==> config.mk <==
export PLATFORM = sky130hd
export DESIGN_NAME = mem_access_sequencer
export DESIGN_NICKNAME = d
export VERILOG_FILES = /design/src/rtl/mem_access_sequencer_pkg.sv /design/src/rtl/mem_access_sequencer_seq_timeout_ctr.sv /design/src/rtl/mem_access_sequencer.sv
export SDC_FILE = /design/constraint.sdc
export NUM_CORES = 1
export LEC_CHECK = 0
export BUFFER_PORTS_ARGS = -buffer_cell sky130_fd_sc_hd__buf_2
export CORE_AREA = 3 3 118 120
export CTS_BUF_LIST = sky130_fd_sc_hd__clkbuf_2
export DETAILED_ROUTE_END_ITERATION = 10
export DIE_AREA = 0 0 121 123
export PLACE_DENSITY = 0.83
export SLEW_MARGIN = 0
export SYNTH_ARGS = -nofsm -noshare
export SYNTH_HDL_FRONTEND = slang
export SYNTH_SLANG_ARGS = --single-unit
==> constraint.sdc <==
create_clock -name clk_sys -period 2.9 [get_ports clk_sys]
set_input_delay 0.725 -clock clk_sys [delete_from_list [all_inputs] [get_ports clk_sys]]
set_output_delay 0.725 -clock clk_sys [all_outputs]
set_load 0.01 [all_outputs]
==> src/rtl/mem_access_sequencer_pkg.sv <==
// Shared definitions for the memory access sequencer.
// Contents: sequencer state encoding (4-bit), default data width,
// request write-enable encodings and a helper that identifies the
// states waiting for a host response.
package mem_access_sequencer_pkg;

   localparam int XLEN_DEFAULT = 32;

   localparam logic REQ_WE_READ  = 1'b0;
   localparam logic REQ_WE_WRITE = 1'b1;

   typedef enum logic [3:0] {
      ST_IDLE   = 4'd0,
      ST_F_REQ  = 4'd1,
      ST_F_WAIT = 4'd2,
      ST_DECIDE = 4'd3,
      ST_L_REQ  = 4'd4,
      ST_L_WAIT = 4'd5,
      ST_S_REQ  = 4'd6,
      ST_S_WAIT = 4'd7,
      ST_STEP   = 4'd8,
      ST_FAULT  = 4'd9
   } state_e;

   function automatic logic is_wait(input state_e s);
      return (s == ST_F_WAIT) || (s == ST_L_WAIT) || (s == ST_S_WAIT);
   endfunction

endpackage

==> src/rtl/mem_access_sequencer_seq_timeout_ctr.sv <==
// seq_timeout_ctr: response timeout counter.
// Ports:
//   clk_sys, sys_reset_n : clock, asynchronous active-low reset
//   clr                  : force count to zero (held while not waiting)
//   en                   : count one waiting cycle
//   expired              : current cycle is the TMO_CYCLES-th waiting cycle
module seq_timeout_ctr #(
   parameter int TMO_W      = 8,
   parameter int TMO_CYCLES = 255
) (
   input  logic clk_sys,
   input  logic sys_reset_n,
   input  logic clr,
   input  logic en,
   output logic expired
);

   logic [TMO_W-1:0] cnt_q, cnt_d;

   // cnt_q equals the number of waiting cycles already spent, so the
   // last allowed cycle is the one where it reads TMO_CYCLES-1.
   assign expired = (cnt_q == TMO_W'(TMO_CYCLES - 1));

   always_comb begin
      cnt_d = cnt_q;
      if (clr) begin
         cnt_d = '0;
      end else if (en && !expired) begin
         cnt_d = cnt_q + 1'b1;
      end
   end

   always_ff @(posedge clk_sys or negedge sys_reset_n) begin
      if (!sys_reset_n) begin
         cnt_q <= '0;
      end else begin
         cnt_q <= cnt_d;
      end
   end

endmodule

==> src/rtl/mem_access_sequencer.sv <==
// mem_access_sequencer: steps the cpu one instruction at a time over a
// single shared host memory port (fetch, then optional load or store).
// Ports:
//   clk_sys, sys_reset_n        : clock, asynchronous active-low reset
//   run                         : keep stepping (sampled in IDLE and STEP)
//   progctr/memaddr/memdata     : cpu fetch address, data address, store data
//   memloadf/memstoref          : cpu load/store request for current instruction
//   instruction/from_memory     : captured fetch / load data to the cpu
//   cpu_step                    : one-cycle advance pulse
//   req_valid/req_ready/req_we/req_addr/req_wdata : host request channel
//   resp_valid/resp_rdata       : host response strobe and read data
//   busy, fault, step_count     : status
//   dbg_state                   : current FSM state for observation
// Handshake: a request transfers on a cycle with req_valid & req_ready;
// while req_valid is high and not accepted, req_we/req_addr/req_wdata stay
// stable (the cpu holds its inputs until cpu_step). resp_valid is only
// looked at in a *_WAIT state, i.e. from the cycle after acceptance.
module mem_access_sequencer
   import mem_access_sequencer_pkg::*;
#(
   parameter int XLEN       = XLEN_DEFAULT,
   parameter int TMO_CYCLES = 255,
   parameter int TMO_W      = 8
) (
   input  logic            clk_sys,
   input  logic            sys_reset_n,
   input  logic            run,
   input  logic [XLEN-1:0] progctr,
   input  logic [XLEN-1:0] memaddr,
   input  logic [XLEN-1:0] memdata,
   input  logic            memloadf,
   input  logic            memstoref,
   output logic [XLEN-1:0] instruction,
   output logic [XLEN-1:0] from_memory,
   output logic            cpu_step,
   output logic            req_valid,
   input  logic            req_ready,
   output logic            req_we,
   output logic [XLEN-1:0] req_addr,
   output logic [XLEN-1:0] req_wdata,
   input  logic            resp_valid,
   input  logic [XLEN-1:0] resp_rdata,
   output logic            busy,
   output logic            fault,
   output logic [XLEN-1:0] step_count,
   output logic [3:0]      dbg_state
);

   state_e          state_q, state_d;
   logic [XLEN-1:0] instruction_q, instruction_d;
   logic [XLEN-1:0] from_memory_q, from_memory_d;
   logic [XLEN-1:0] step_count_q, step_count_d;
   logic            tmo_expired;

   seq_timeout_ctr #(
      .TMO_W      (TMO_W),
      .TMO_CYCLES (TMO_CYCLES)
   ) u_tmo (
      .clk_sys     (clk_sys),
      .sys_reset_n (sys_reset_n),
      .clr         (!is_wait(state_q)),
      .en          (is_wait(state_q)),
      .expired     (tmo_expired)
   );

   always_comb begin
      state_d       = state_q;
      instruction_d = instruction_q;
      from_memory_d = from_memory_q;
      step_count_d  = step_count_q;
      req_valid     = 1'b0;
      req_we        = REQ_WE_READ;
      req_addr      = '0;
      req_wdata     = '0;
      cpu_step      = 1'b0;

      case (state_q)
         ST_IDLE: begin
            if (run) state_d = ST_F_REQ;
         end
         ST_F_REQ: begin
            req_valid = 1'b1;
            req_addr  = progctr;
            if (req_ready) state_d = ST_F_WAIT;
         end
         ST_F_WAIT: begin
            // A response on the expiry cycle still wins over the timeout.
            if (resp_valid) begin
               instruction_d = resp_rdata;
               state_d       = ST_DECIDE;
            end else if (tmo_expired) begin
               state_d = ST_FAULT;
            end
         end
         ST_DECIDE: begin
            // The cpu decodes the new instruction during this cycle, so
            // its load/store flags are only meaningful here.
            case ({memloadf, memstoref})
               2'b10:   state_d = ST_L_REQ;
               2'b01:   state_d = ST_S_REQ;
               2'b00:   state_d = ST_STEP;
               default: state_d = ST_FAULT;
            endcase
         end
         ST_L_REQ: begin
            req_valid = 1'b1;
            req_addr  = memaddr;
            if (req_ready) state_d = ST_L_WAIT;
         end
         ST_L_WAIT: begin
            if (resp_valid) begin
               from_memory_d = resp_rdata;
               state_d       = ST_STEP;
            end else if (tmo_expired) begin
               state_d = ST_FAULT;
            end
         end
         ST_S_REQ: begin
            req_valid = 1'b1;
            req_we    = REQ_WE_WRITE;
            req_addr  = memaddr;
            req_wdata = memdata;
            if (req_ready) state_d = ST_S_WAIT;
         end
         ST_S_WAIT: begin
            if (resp_valid) begin
               state_d = ST_STEP;
            end else if (tmo_expired) begin
               state_d = ST_FAULT;
            end
         end
         ST_STEP: begin
            cpu_step     = 1'b1;
            step_count_d = step_count_q + 1'b1;
            state_d      = run ? ST_F_REQ : ST_IDLE;
         end
         ST_FAULT: begin
            state_d = ST_FAULT;
         end
         default: begin
            state_d = ST_FAULT;
         end
      endcase
   end

   always_ff @(posedge clk_sys or negedge sys_reset_n) begin
      if (!sys_reset_n) begin
         state_q       <= ST_IDLE;
         instruction_q <= '0;
         from_memory_q <= '0;
         step_count_q  <= '0;
      end else begin
         state_q       <= state_d;
         instruction_q <= instruction_d;
         from_memory_q <= from_memory_d;
         step_count_q  <= step_count_d;
      end
   end

   assign instruction = instruction_q;
   assign from_memory = from_memory_q;
   assign step_count  = step_count_q;
   assign busy        = (state_q != ST_IDLE) && (state_q != ST_FAULT);
   assign fault       = (state_q == ST_FAULT);
   assign dbg_state   = state_q;

endmodule

==> results.cfg, run 1 <==
[die]
fp.dieH_microns = 123
num_rows = 42
die_w_microns = 121
dieArea_sq_um = 14900
io_pins = 304
start_util_pct = 39.4
core_sq_um = 13100

[drt]
drtIter0Drc = 321
vias = 4787
firstDrtPassIters = 4
antenna_left = 0
post_drt_wl_per_cell_microns = 18.1
viasPerCell = 5.15
drt_wl_total_microns = 16900
remaining_drc_errors = 0

[finish]
layout_commonest_cell = buf_2
mostFrequentLayoutCells = buf_2 (303), dfrtp_1 (104), mux2_2 (64), and3_1 (37), a22o_1 (31)
synthToLayoutAreaGrowth_pct = 39.1
nets = 889
final_area_sq_um = 7170
num_antenna_cells = 0
layout-drive-gt1-share_pct = 55.2

[global_route]
grt_overflow = 0
grt_max_degree = 67
grt_pass1_vias = 4620
grt_first_pass_wirelength_microns = 24800
grtUsageTotal_pct = 21.3
antenna_found_initial = 0

[pwr]
ir_worst_vdd_v = 0.000284
p_per_area_nw_per_um2 = 808
leakage_nw = 4.05

[sta]
fin_crit_sh_pct = 95.9
tightestPinTransition_ps = 647
fmax_mhz = 359
max_slew_margin_pct = 56.6
finClkSkew_ps = 32.7
final_max_slew_viol_count = 0
hold_violations = 0
hold-worst-slack_ps = 66.0
period_minus_slack_ps = 2780
setup_violations = 0

[job]
maxCapViolations = 0

[worst_setup_path]
end_kind = primary output
cp-start-kind = flip-flop
worstPathArrival_ps = 2060
required_ps = 2170
critPathMaxFanout = 4
crit_type = reg2out

[cts]
clkLatencyLatePin_ps = 570
cts_buffer_depth = 2
cts_tree = done
clkSlewWorstSetupHoldPaths_ps = 270
cts_buffers = 9
cts_root_buf = clkbuf_2
postCtsHoldBufs = 0
cts_sinks = 108
htreeDepth = 3

[synth]
syn_inst = 441
async_reset_ff_share_pct = 100
syn_avg_cell_area_sq_um = 11.7
synth_seq_cells = 108
synth-main-ff-cell = dfrtp_1
synth_area_sq_um = 5160
syn-num-nets = 581
yosys_warnings = 0
synth-edff-count = 0
yosys.cell_types.count = 42
ys_seq_area_share_pct = 52.4

[placed_design]
place_area_sq_um = 6900
port_buffers = 303
finalWeightedCongestion = 0.863
hpwlAfterDp_microns = 13100

[min_path]
hp-class = in2async

[status]
outcome = complete, no violations
[sequential cells by signal, summed over array words and instances, names as in the netlist]
register	flops
dbg_state	4
from_memory	32
instruction	32
step_count	32
u_tmo.cnt_q	8
[layer usage]
layer,wire length (microns),part of all wire (%),vias up,global-route usage (%)
met5,0,0,-,0
met4,274,1.6,0,6.02
met3,1480,8.8,21,5.40
met2,8810,52,248,39.0
met1,6290,37,2320,24.8
li1,-,-,2198,-
[synthesized netlist by cell type (2+ instances only)]
library cell  number  share of area (%)
mux2_2            64                 14
o21ai_0            4               0.39
xnor2_1           18                3.1
xor2_1            19                3.2
and2_1             2               0.24
nand4_2            2               0.49
inv_1             11               0.80
buf_1              4               0.29
or4_1              2               0.29
nor2b_1            2               0.24
and3_1            37                4.5
dfrtp_1          108                 52
nor2_1            27                2.0
a22o_1            32                5.4
nand3_1           10               0.97
buf_2              3               0.29
nand2_1           17                1.2
clkbuf_1          19                1.4
and4_1             5               0.85
ha_1               5                1.2
a21oi_1            5               0.49
nor3_1            12                1.2
a211oi_1           3               0.44
or3_1              3               0.36
nand4_1            9                1.1
and2_0             2               0.24
[report_power, final]
group          internal [mW]  total (mW)  switching, mW  leakage [nW]
combinational           1.29        2.65           1.36          2.56
clock                  0.377       0.847          0.471        0.0930
sequential              1.99        2.30          0.316          1.39
total                   3.66        5.80           2.14          4.05
[cells by family (layout without fill, tap and decap cells)]
kind of cell	after synthesis	in the layout	synth area share, %
multiplexers	65	65	14.2
AND/OR/NAND/NOR	136	136	14.9
buffers and inverters	38	350	2.98
XOR/XNOR	37	37	6.28
adder cells (fa/ha/maj)	5	5	1.21
AO/OA/AOI/OAI	52	52	8.00
flip-flops	108	108	52.4
[path summary, 6_finish.rpt]
check / startpoint / slack, ps / end / cells after the start
worst max register to register: dbg_state[1]$_DFFE_PN0P_ / 420 / step_count[31]$_DFFE_PN0P_ / 7
worst min register to register: step_count[31]$_DFFE_PN0P_ / 510 / step_count[31]$_DFFE_PN0P_ / 1
min in group clk_sys: resp_rdata[23] / 370 / from_memory[23]$_DFFE_PN0P_ / 2
max in group asynchronous: sys_reset_n / 2110 / dbg_state[3]$_DFFE_PN0P_ / 2
worst max-delay path: dbg_state[1]$_DFFE_PN0P_ / 120 / req_addr[18] / 6
worst min-delay path: sys_reset_n / 70 / from_memory[18]$_DFFE_PN0P_ / 1
[critical path, cell delays in order (launching register included)]
cell and delay [ps]:
dfrtp_2 470, nand2b_4 160, nor3_4 150, buf_4 170, buf_2 190, a22o_1 200, buf_2 140
[per-stage QoR]
stage	instances	util, %	setup TNS [ps]	worst slack (ps)	power [mW]
4_1_cts	927	54.5	0	1.69	5.81
6_report	929	54.8	0	118	5.80
2_1_floorplan	441	-	0	587	3.68
5_1_grt	929	54.8	-0.955	-0.955	6.17
3_3_place_gp	905	52.7	0	531	4.72
3_5_place_dp	905	52.7	0	501	4.81
[layout make-up]
class / instances / area (sq um)
Tap cell: 176 / 220
Timing Repair Buffer: 324 / 1710
Inverter: 11 / 41.3
Multi-Input combinational cell: 295 / 2340
Clock inverter: 5 / 108
Fill cell: 1146 / 5910
Sequential cell: 108 / 2710
Clock buffer: 10 / 50.0
[timing repair]
item / in CTS / in global routing
resized for setup: 7 / 7
setup endpoints to repair: 33 / 67
pin swaps: 1 / 0
gates cloned: 3 / 1
setup buffers: 4 / 1
No activity file was read; power rests on OpenSTA's default activity.
==> run 2: changes to the inputs <==
PLACE_DENSITY = 0.73   (was 0.83)
==> results.cfg, run 2 (same netlist as run 1, synthesis figures left out) <==
[finish]
fillCellCount = 1159
num_antenna_cells = 0
layout-drive-gt1-share_pct = 55.1
final_area_sq_um = 7160
multi_input_area_sq_um = 2340
layout.area.seq_sq_um = 2710
synthToLayoutAreaGrowth_pct = 38.8
layout_commonest_cell = buf_2
mostFrequentLayoutCells = buf_2 (302), dfrtp_1 (105), mux2_2 (64), and3_1 (37), a22o_1 (31)
nets = 888
final_util_pct = 54.7

[die]
num_rows = 42
die_w_microns = 121
fp.dieH_microns = 123
core_sq_um = 13100
dieArea_sq_um = 14900
io_pins = 304
start_util_pct = 39.4

[sta]
setup_violations = 0
max_slew_margin_pct = 59.1
hold_violations = 0
period_minus_slack_ps = 2780
fin_setup_tns_ps = 0
finClkSkew_ps = 37.7
worst_slack_ps = 121
tightestPinTransition_ps = 609
rsz0062_at_grt = true
fin_crit_sh_pct = 95.8
fmax_mhz = 360
final_max_slew_viol_count = 0

[pwr]
clkPwrFrac_pct = 13.4
p_int_mw = 3.57
p_total_mw = 5.71
p_sw_share_pct = 37.5
pwr-share-comb_pct = 46.7
ir_worst_vdd_v = 0.000241
power_frac_seq_pct = 39.8
switching_power_mw = 2.14
p_per_area_nw_per_um2 = 797
leakage_nw = 4.04

[cts]
cts_tree = done
cts_root_buf = clkbuf_2
cts_sinks = 108
cts_buffer_depth = 2
clkSlewWorstSetupHoldPaths_ps = 280
htreeDepth = 3
cts_buffers = 9
clkLatencyLatePin_ps = 550
postCtsHoldBufs = 0

[worst_setup_path]
critPathMaxFanout = 17
crit_path_start = dbg_state[1]$_DFFE_PN0P_
cp-start-kind = flip-flop
required_ps = 2170
worstPathArrival_ps = 2050
crit_type = reg2out
end_kind = primary output
r2r_start = dbg_state[0]$_DFFE_PN0P_

[global_route]
grt_first_pass_wirelength_microns = 25600
antenna_found_initial = 0
grt_pass1_vias = 4693
grt_overflow = 0
grtUsageTotal_pct = 22.6
grt_max_degree = 67

[placed_design]
place_area_sq_um = 6890
hpwlAfterDp_microns = 14100
finalWeightedCongestion = 1.03
port_buffers = 303
pre_cts_slack_ps = 374

[min_path]
hp-class = in2async

[status]
outcome = complete, no violations

[drt]
drt_wl_total_microns = 17900
firstDrtPassIters = 4
drtIter0Drc = 242
vias = 4798
post_drt_wl_per_cell_microns = 19.3
viasPerCell = 5.17
antenna_left = 0
remaining_drc_errors = 0

[job]
maxCapViolations = 0
-- run 2: per-layer routing --
metal | part of all wire [%] | track usage (%) | vias up
li1 | - | - | 2205
met1 | 36 | 25.1 | 2299
met2 | 50 | 39.2 | 254
met3 | 9.3 | 6.54 | 40
met4 | 4.7 | 11.9 | 0
met5 | 0 | 0 | -
-- run 2: path summary, 6_finish.rpt --
check,to,cells past startpoint,slack (ps)
setup / recovery,req_addr[22],5,120
max in group asynchronous,step_count[16]$_DFFE_PN0P_,2,2180
setup reg to reg,step_count[30]$_DFFE_PN0P_,7,600
min in group clk_sys,from_memory[23]$_DFFE_PN0P_,2,390
hold reg to reg,step_count[31]$_DFFE_PN0P_,1,490
hold / removal,step_count[20]$_DFFE_PN0P_,1,60
-- run 2: timing repair --
action / CTS / global route
gates cloned: 1 / 2
pin swaps: 1 / 1
gates resized for setup: 6 / 4
setup endpoints to repair: 66 / 31
buffers inserted: 5 / 4
-- run 2: area by class of cell --
class                           instances  area share [%]
Clock buffer                           10           0.699
Clock inverter                          5            1.15
Inverter                               11           0.577
Multi-Input combinational cell        295            32.6
Sequential cell                       108            37.8
Tap cell                              176            3.08
Timing Repair Buffer                  323            24.1
-- run 2: stage by stage --
stage	hold slack [ps]	instances
2_1_floorplan	429	441
3_3_place_gp	453	902
4_1_cts	6.91	923
3_5_place_dp	461	902
5_1_grt	7.96	928
6_report	55.0	928
-- run 2: worst max-delay path, stage by stage, from the launching register on --
cell and delay [ps]:
dfrtp_1 470, nand2b_2 230, nor3_4 200, buf_6 210, a22o_1 240, buf_2 160
-- run 2: power groups by stage --
stage	clock (mW)	combinational, mW	sequential, mW
after global routing	0.852	2.87	2.33
after detailed placement	0	2.50	2.33
after CTS	0.791	2.62	2.27
after global placement	0	2.45	2.29
final	0.767	2.67	2.27
after floorplan	0	1.18	2.50
